--- src/rtl/sram_arbiter_if.sv ---
// Requester-side bus of the SRAM arbiter: two identical request/grant/read-return
// channels, A and B. The arbiter uses the slave view; requesters use the master view.
interface sram_arbiter_if #(
  parameter int ADDR_W = 6,
  parameter int DATA_W = 8
) ();
  logic              a_req;
  logic              a_we;
  logic [ADDR_W-1:0] a_addr;
  logic [DATA_W-1:0] a_wdata;
  logic              a_gnt;
  logic              a_rvalid;
  logic [DATA_W-1:0] a_rdata;

  logic              b_req;
  logic              b_we;
  logic [ADDR_W-1:0] b_addr;
  logic [DATA_W-1:0] b_wdata;
  logic              b_gnt;
  logic              b_rvalid;
  logic [DATA_W-1:0] b_rdata;

  modport master (
    output a_req, a_we, a_addr, a_wdata,
    output b_req, b_we, b_addr, b_wdata,
    input  a_gnt, a_rvalid, a_rdata,
    input  b_gnt, b_rvalid, b_rdata
  );

  modport slave (
    input  a_req, a_we, a_addr, a_wdata,
    input  b_req, b_we, b_addr, b_wdata,
    output a_gnt, a_rvalid, a_rdata,
    output b_gnt, b_rvalid, b_rdata
  );
endinterface

--- src/rtl/sram_arbiter.sv ---
// Two-requester single-port SRAM arbiter with round-robin / fixed-priority grant,
// registered SRAM strobes, a two-stage read-return pipeline and a full-memory clear sweep.
module sram_arbiter #(
  parameter int ADDR_W = 6,
  parameter int DATA_W = 8
) (
  input  logic              wb_clk_i,
  input  logic              rst_n,
  sram_arbiter_if.slave     bus,
  input  logic              prio_mode,
  input  logic              clr_start,
  output logic              busy,
  output logic [ADDR_W-1:0] sram_addr,
  output logic [DATA_W-1:0] sram_in,
  input  logic [DATA_W-1:0] sram_out,
  output logic              sram_gwe,
  output logic              sram_cen
);

  typedef enum logic {
    ST_ARB   = 1'b0,
    ST_CLEAR = 1'b1
  } state_t;

  state_t            state_q,     state_d;
  logic              last_b_q,    last_b_d;
  logic [ADDR_W-1:0] cnt_q,       cnt_d;
  logic [ADDR_W-1:0] sram_addr_q, sram_addr_d;
  logic [DATA_W-1:0] sram_in_q,   sram_in_d;
  logic              sram_cen_q,  sram_cen_d;
  logic              sram_gwe_q,  sram_gwe_d;

  logic              a_vld_p0_q,  a_vld_p0_d;
  logic              b_vld_p0_q,  b_vld_p0_d;
  logic              a_vld_p1_q,  a_vld_p1_d;
  logic              b_vld_p1_q,  b_vld_p1_d;
  logic              a_vld_p2_q,  a_vld_p2_d;
  logic              b_vld_p2_q,  b_vld_p2_d;
  logic [DATA_W-1:0] a_rdata_p2_q, a_rdata_p2_d;
  logic [DATA_W-1:0] b_rdata_p2_q, b_rdata_p2_d;

  logic a_gnt;
  logic b_gnt;
  logic a_acc;
  logic b_acc;

  // Grant: clr_start wins over both requesters; last_b_q=1 means B had the previous grant.
  always_comb begin
    a_gnt = 1'b0;
    b_gnt = 1'b0;
    if (rst_n && (state_q == ST_ARB) && !clr_start) begin
      if (prio_mode) begin
        a_gnt = bus.a_req;
        b_gnt = bus.b_req & ~bus.a_req;
      end else if (bus.a_req && bus.b_req) begin
        a_gnt = last_b_q;
        b_gnt = ~last_b_q;
      end else begin
        a_gnt = bus.a_req;
        b_gnt = bus.b_req;
      end
    end
  end

  assign a_acc = a_gnt & bus.a_req;
  assign b_acc = b_gnt & bus.b_req;

  always_comb begin
    state_d     = state_q;
    last_b_d    = last_b_q;
    cnt_d       = cnt_q;
    sram_addr_d = sram_addr_q;
    sram_in_d   = sram_in_q;
    sram_cen_d  = 1'b1;
    sram_gwe_d  = 1'b1;

    unique case (state_q)
      ST_ARB: begin
        if (clr_start) begin
          state_d = ST_CLEAR;
          cnt_d   = '0;
        end else if (a_acc) begin
          sram_addr_d = bus.a_addr;
          sram_in_d   = bus.a_wdata;
          sram_cen_d  = 1'b0;
          sram_gwe_d  = ~bus.a_we;
          last_b_d    = 1'b0;
        end else if (b_acc) begin
          sram_addr_d = bus.b_addr;
          sram_in_d   = bus.b_wdata;
          sram_cen_d  = 1'b0;
          sram_gwe_d  = ~bus.b_we;
          last_b_d    = 1'b1;
        end
      end
      ST_CLEAR: begin
        sram_addr_d = cnt_q;
        sram_in_d   = '0;
        sram_cen_d  = 1'b0;
        sram_gwe_d  = 1'b0;
        cnt_d       = cnt_q + ADDR_W'(1);
        // The edge that issues the top address is also the edge that leaves CLEAR.
        if (cnt_q == '1) begin
          state_d = ST_ARB;
        end
      end
      default: state_d = ST_ARB;
    endcase
  end

  // Read return: p0 = strobes on the SRAM pins, p1 = SRAM data out, p2 = rdata/rvalid.
  always_comb begin
    a_vld_p0_d   = a_acc & ~bus.a_we;
    b_vld_p0_d   = b_acc & ~bus.b_we;
    a_vld_p1_d   = a_vld_p0_q;
    b_vld_p1_d   = b_vld_p0_q;
    a_vld_p2_d   = a_vld_p1_q;
    b_vld_p2_d   = b_vld_p1_q;
    a_rdata_p2_d = a_vld_p1_q ? sram_out : a_rdata_p2_q;
    b_rdata_p2_d = b_vld_p1_q ? sram_out : b_rdata_p2_q;
  end

  always_ff @(posedge wb_clk_i or negedge rst_n) begin
    if (!rst_n) begin
      state_q      <= ST_ARB;
      last_b_q     <= 1'b1;
      cnt_q        <= '0;
      sram_addr_q  <= '0;
      sram_in_q    <= '0;
      sram_cen_q   <= 1'b1;
      sram_gwe_q   <= 1'b1;
      a_vld_p0_q   <= 1'b0;
      b_vld_p0_q   <= 1'b0;
      a_vld_p1_q   <= 1'b0;
      b_vld_p1_q   <= 1'b0;
      a_vld_p2_q   <= 1'b0;
      b_vld_p2_q   <= 1'b0;
      a_rdata_p2_q <= '0;
      b_rdata_p2_q <= '0;
    end else begin
      state_q      <= state_d;
      last_b_q     <= last_b_d;
      cnt_q        <= cnt_d;
      sram_addr_q  <= sram_addr_d;
      sram_in_q    <= sram_in_d;
      sram_cen_q   <= sram_cen_d;
      sram_gwe_q   <= sram_gwe_d;
      a_vld_p0_q   <= a_vld_p0_d;
      b_vld_p0_q   <= b_vld_p0_d;
      a_vld_p1_q   <= a_vld_p1_d;
      b_vld_p1_q   <= b_vld_p1_d;
      a_vld_p2_q   <= a_vld_p2_d;
      b_vld_p2_q   <= b_vld_p2_d;
      a_rdata_p2_q <= a_rdata_p2_d;
      b_rdata_p2_q <= b_rdata_p2_d;
    end
  end

  assign bus.a_gnt    = a_gnt;
  assign bus.b_gnt    = b_gnt;
  assign bus.a_rvalid = a_vld_p2_q;
  assign bus.b_rvalid = b_vld_p2_q;
  assign bus.a_rdata  = a_rdata_p2_q;
  assign bus.b_rdata  = b_rdata_p2_q;

  assign busy      = (state_q == ST_CLEAR);
  assign sram_addr = sram_addr_q;
  assign sram_in   = sram_in_q;
  assign sram_cen  = sram_cen_q;
  assign sram_gwe  = sram_gwe_q;

endmodule

--- src/flat_wrapper.sv ---
// flat-port wrapper written by rule: the top's interface ports become plain ports
module sram_arbiter_flat 
#(
  parameter int ADDR_W = 6,
  parameter int DATA_W = 8
)
  (wb_clk_i, rst_n, prio_mode, clr_start, busy, sram_addr, sram_in, sram_out, sram_gwe, sram_cen, bus_a_req, bus_a_we, bus_a_addr, bus_a_wdata, bus_b_req, bus_b_we, bus_b_addr, bus_b_wdata, bus_a_gnt, bus_a_rvalid, bus_a_rdata, bus_b_gnt, bus_b_rvalid, bus_b_rdata);
  sram_arbiter_if #(.ADDR_W(ADDR_W), .DATA_W(DATA_W)) bus_i ();
  input  logic wb_clk_i;
  input  logic rst_n;
  input  logic prio_mode;
  input  logic clr_start;
  output logic busy;
  output logic [ADDR_W-1:0] sram_addr;
  output logic [DATA_W-1:0] sram_in;
  input  logic [DATA_W-1:0] sram_out;
  output logic sram_gwe;
  output logic sram_cen;
  input wire logic [$bits(bus_i.a_req)-1:0] bus_a_req;
  input wire logic [$bits(bus_i.a_we)-1:0] bus_a_we;
  input wire logic [$bits(bus_i.a_addr)-1:0] bus_a_addr;
  input wire logic [$bits(bus_i.a_wdata)-1:0] bus_a_wdata;
  input wire logic [$bits(bus_i.b_req)-1:0] bus_b_req;
  input wire logic [$bits(bus_i.b_we)-1:0] bus_b_we;
  input wire logic [$bits(bus_i.b_addr)-1:0] bus_b_addr;
  input wire logic [$bits(bus_i.b_wdata)-1:0] bus_b_wdata;
  output wire logic [$bits(bus_i.a_gnt)-1:0] bus_a_gnt;
  output wire logic [$bits(bus_i.a_rvalid)-1:0] bus_a_rvalid;
  output wire logic [$bits(bus_i.a_rdata)-1:0] bus_a_rdata;
  output wire logic [$bits(bus_i.b_gnt)-1:0] bus_b_gnt;
  output wire logic [$bits(bus_i.b_rvalid)-1:0] bus_b_rvalid;
  output wire logic [$bits(bus_i.b_rdata)-1:0] bus_b_rdata;
  assign bus_i.a_req = bus_a_req;
  assign bus_i.a_we = bus_a_we;
  assign bus_i.a_addr = bus_a_addr;
  assign bus_i.a_wdata = bus_a_wdata;
  assign bus_i.b_req = bus_b_req;
  assign bus_i.b_we = bus_b_we;
  assign bus_i.b_addr = bus_b_addr;
  assign bus_i.b_wdata = bus_b_wdata;
  assign bus_a_gnt = bus_i.a_gnt;
  assign bus_a_rvalid = bus_i.a_rvalid;
  assign bus_a_rdata = bus_i.a_rdata;
  assign bus_b_gnt = bus_i.b_gnt;
  assign bus_b_rvalid = bus_i.b_rvalid;
  assign bus_b_rdata = bus_i.b_rdata;
  sram_arbiter #(.ADDR_W(ADDR_W), .DATA_W(DATA_W)) u_core (.wb_clk_i(wb_clk_i), .rst_n(rst_n), .bus(bus_i), .prio_mode(prio_mode), .clr_start(clr_start), .busy(busy), .sram_addr(sram_addr), .sram_in(sram_in), .sram_out(sram_out), .sram_gwe(sram_gwe), .sram_cen(sram_cen));
endmodule
--- config.mk ---
export PLATFORM = sky130hd
export DESIGN_NAME = sram_arbiter_flat
export DESIGN_NICKNAME = d
export VERILOG_FILES = /design/src/rtl/sram_arbiter_if.sv /design/src/rtl/sram_arbiter.sv /design/src/flat_wrapper.sv
export SDC_FILE = /design/constraint.sdc
export NUM_CORES = 1
export LEC_CHECK = 0
export ABC_AREA = 0
export BUFFER_PORTS_ARGS = -buffer_cell sky130_fd_sc_hd__buf_2
export CAP_MARGIN = 20
export CORE_MARGIN = 2
export CORE_UTILIZATION = 50
export CTS_CLUSTER_SIZE = 30
export DETAILED_ROUTE_END_ITERATION = 8
export MAX_ROUTING_LAYER = met4
export PLACE_DENSITY = 0.89
export SLEW_MARGIN = 20
export SYNTH_ARGS = -nofsm -noshare
export SYNTH_HDL_FRONTEND = slang
export SYNTH_SLANG_ARGS = --single-unit
--- constraint.sdc ---
create_clock -name wb_clk_i -period 5.8 [get_ports wb_clk_i]
set_clock_uncertainty 0.2 [all_clocks]
set_input_delay 1.45 -clock wb_clk_i [delete_from_list [all_inputs] [get_ports wb_clk_i]]
set_output_delay 1.45 -clock wb_clk_i [all_outputs]
set_load 0.1 [all_outputs]
==> metrics.yaml <==
outcome:
  status: "completed"
clock_tree:
  cts_max_level: 2
  cts.repair.resized: 0
  cts_buffers: 5
  clock-sinks: 46
  insertion_delay_ps: 290
  tritoncts: "yes"
  cts_hold_buf: 0
  cts_root_buf: "clkbuf_8"
  clkTransAtPathRegs_ps: 80
  clock_path_buffers: 2
  post_cts_buffers: 0
yosys:
  synth_area_um2: 1983
  synth_most_common_cell: "dfrtp_1"
  synth_edf_count: 0
  ys_types: 35
  synth_common_cells: "dfrtp_1, mux2_2, mux2i_1, nand2_1, nor2_1"
  yosysWarnings: 0
  avgSynthCellArea_um2: 12.71
  yosysTopAreaCell: "dfrtp_1"
  yosys-top-cells-area: "dfrtp_1, mux2_2, mux2i_1, dfstp_2, a211oi_1"
  synth_top_cell_area_share: 0.5426
  synth_flop_cell: "dfrtp_1"
  yosysSeqAreaShare: 0.5823
  syn_inst: 156
  synth_nets: 201
  synth-seq-cells: 46
  async_reset_ff_frac: 1.000
setup_path:
  worst_path_max_delay_cell: "buf_2"
  crit_path_max_incr_delay_ps: 430
  worstPathCellList: "buf_2 -> nor3b_4 -> nand3_4 -> inv_1 -> buf_2"
  start_kind: "input pin"
  critical_path_required_ps: 4150
  critical_path_class: "in -> out"
  crit_path_end_kind: "output pin"
  cpMostUsedCell: "buf_2"
  worst-endpoint-arrival_ps: 2800
  critPathBufInv: 3
  crit_family: "buffers and inverters"
  cp_max_fo: 17
floorplan:
  core_um2: 3744
  die_height_um: 66.98
  rows: 22
  io-pin-count: 81
  fp.dieW_um: 66.98
  start_util: 0.5297
  die-area_um2: 4486
detailed_routing:
  via_count: 1497
  ant_nets: 0
  drt_iter0_drc: 44
  routedWlPerCell_um: 14.25
  drc_errors: 0
  totalWireLength_mm: 4.062
  firstDrtPassIters: 4
  avgViaCountPerCell: 5.253
timing:
  max-slew-margin-rel: 0.5311
  layout_setup_ws_ps: 1351
  finalCritPeriodShare: 0.7671
  finalSetupViolations: 0
  tightest_slew_ps: 698.0
  whs_ps: 157.7
  finalHoldViolations: 0
  fin_crit_ps: 4449
  rsz0062_at_grt: "no"
  max_freq_mhz: 224.8
  report.final.slew_viol_count: 0
  finalSetupTns_ps: 0
global_route:
  grt_max_degree: 48
  grt_overflow: 0
  grtUsageTotal: 0.2106
  grt_pass1_vias: 1542
  antenna_found_initial: 0
  grt_first_pass_wirelength_mm: 6.679
hold_path:
  hold_class: "reg -> reg"
final_layout:
  regArea_um2: 1155
  post-route-util: 0.6678
  syn_to_final_growth_pct: 26.06
  multiInputGateArea_um2: 755.7
  finalNetCount: 281
  num_antenna_cells: 0
  fillers: 305
  layout-drive-gt1-share: 0.4810
power_and_ir_drop:
  finalPower_mw: 1.159
  cellPowerDensity_nw_per_um2: 463.5
  p_int_mw: 0.6153
  p_comb_frac: 0.427
  p_sw_mw: 0.5433
  total_leakage_power_nw: 1.397
  swShare: 0.4689
  max-vdd-ir-drop_mv: 0.4336
  power.share.sequential: 0.377
  clock_power_share: 0.197
placed_design:
  pre_cts_ws_ps: 1371
  gp_congestion: 0.8252
  hpwl_mm: 3.105
  io_buffers: 80
flow_run:
  maxCapViolations: 0
[path summary, 6_finish.rpt]
check                           slack, ps  depth (start not counted)                            end                        start
worst max-delay path                 1350                          5                      bus_a_gnt                    clr_start
worst min-delay path                  160                          0    u_core.a_vld_p1_q$_DFF_PN0_  u_core.a_vld_p0_q$_DFF_PN0_
worst max register to register       3620                          4      u_core.sram_gwe$_DFF_PN1_        u_core.busy$_DFF_PN0_
worst min register to register        160                          0    u_core.a_vld_p1_q$_DFF_PN0_  u_core.a_vld_p0_q$_DFF_PN0_
max in group asynchronous            3930                          2    u_core.last_b_q$_DFFE_PN1P_                        rst_n
min in group asynchronous            1080                          2  u_core.bus.a_rvalid$_DFF_PN0_                        rst_n
[cell usage in the layout (no fill, tap or decap), types with 4 or more instances in the layout]
cell type  instances
mux2i_1           14
nor2_1            10
buf_2             80
clkbuf_8           5
nand2_1           11
a211oi_1           6
mux2_2            17
o21ai_1            8
a22oi_1            4
dfrtp_1           43
[cells by family after synthesis]
| kind of cell | count (synthesis) | synth area share |
|---|---|---|
| adder cells (fa/ha/maj) | 1 | 0.006308 |
| AND/OR/NAND/NOR | 32 | 0.08707 |
| buffers and inverters | 11 | 0.03659 |
| flip-flops | 46 | 0.5823 |
| multiplexers | 32 | 0.1748 |
| XOR/XNOR | 2 | 0.008834 |
| AO/OA/AOI/OAI | 32 | 0.1041 |
[state kept, by name, summed over array words and instances, names as in the netlist, 6 cells and up]
register            count
u_core.sram_in          8
u_core.sram_addr        6
u_core.bus.b_rdata      8
u_core.cnt_q            6
u_core.bus.a_rdata      8
[per-stage QoR]
step	area, um2	std cells
after floorplan	1983	156
after global placement	2390	277
after detailed placement	2390	277
after CTS	2500	285
after global routing	2500	285
final	2500	285
[per-layer routing]
layer / GRT usage / share of wire / vias up
met5: - / 0 / -
met4: 0.09694 / 0.017 / 0
met3: 0.06081 / 0.087 / 6
met2: 0.3538 / 0.48 / 76
met1: 0.2315 / 0.42 / 702
li1: - / - / 713
[worst reg2reg max path: stages, from the launching register on]
cell and delay, ps:
dfrtp_1 620, nor3b_4 430, nand3_4 310, mux2_4 400, a21oi_2 150
[power by group through the flow]
stage                     clock (mW)  sequential, mW  combinational, mW
final                          0.228           0.436              0.495
after global routing           0.251           0.446              0.520
after CTS                      0.235           0.436              0.498
after detailed placement           0           0.442              0.498
after global placement             0           0.441              0.485
after floorplan                    0           0.729              0.110
[layout make-up]
cell class                      instances  area share
Sequential cell                        46      0.4620
Multi-Input combinational cell         99      0.3023
Timing Repair Buffer                   81      0.1632
Clock buffer                            6     0.02903
Tap cell                               48     0.02402
Clock inverter                          2     0.01502
Inverter                                3    0.004505
No activity file was read; power rests on OpenSTA's default activity.
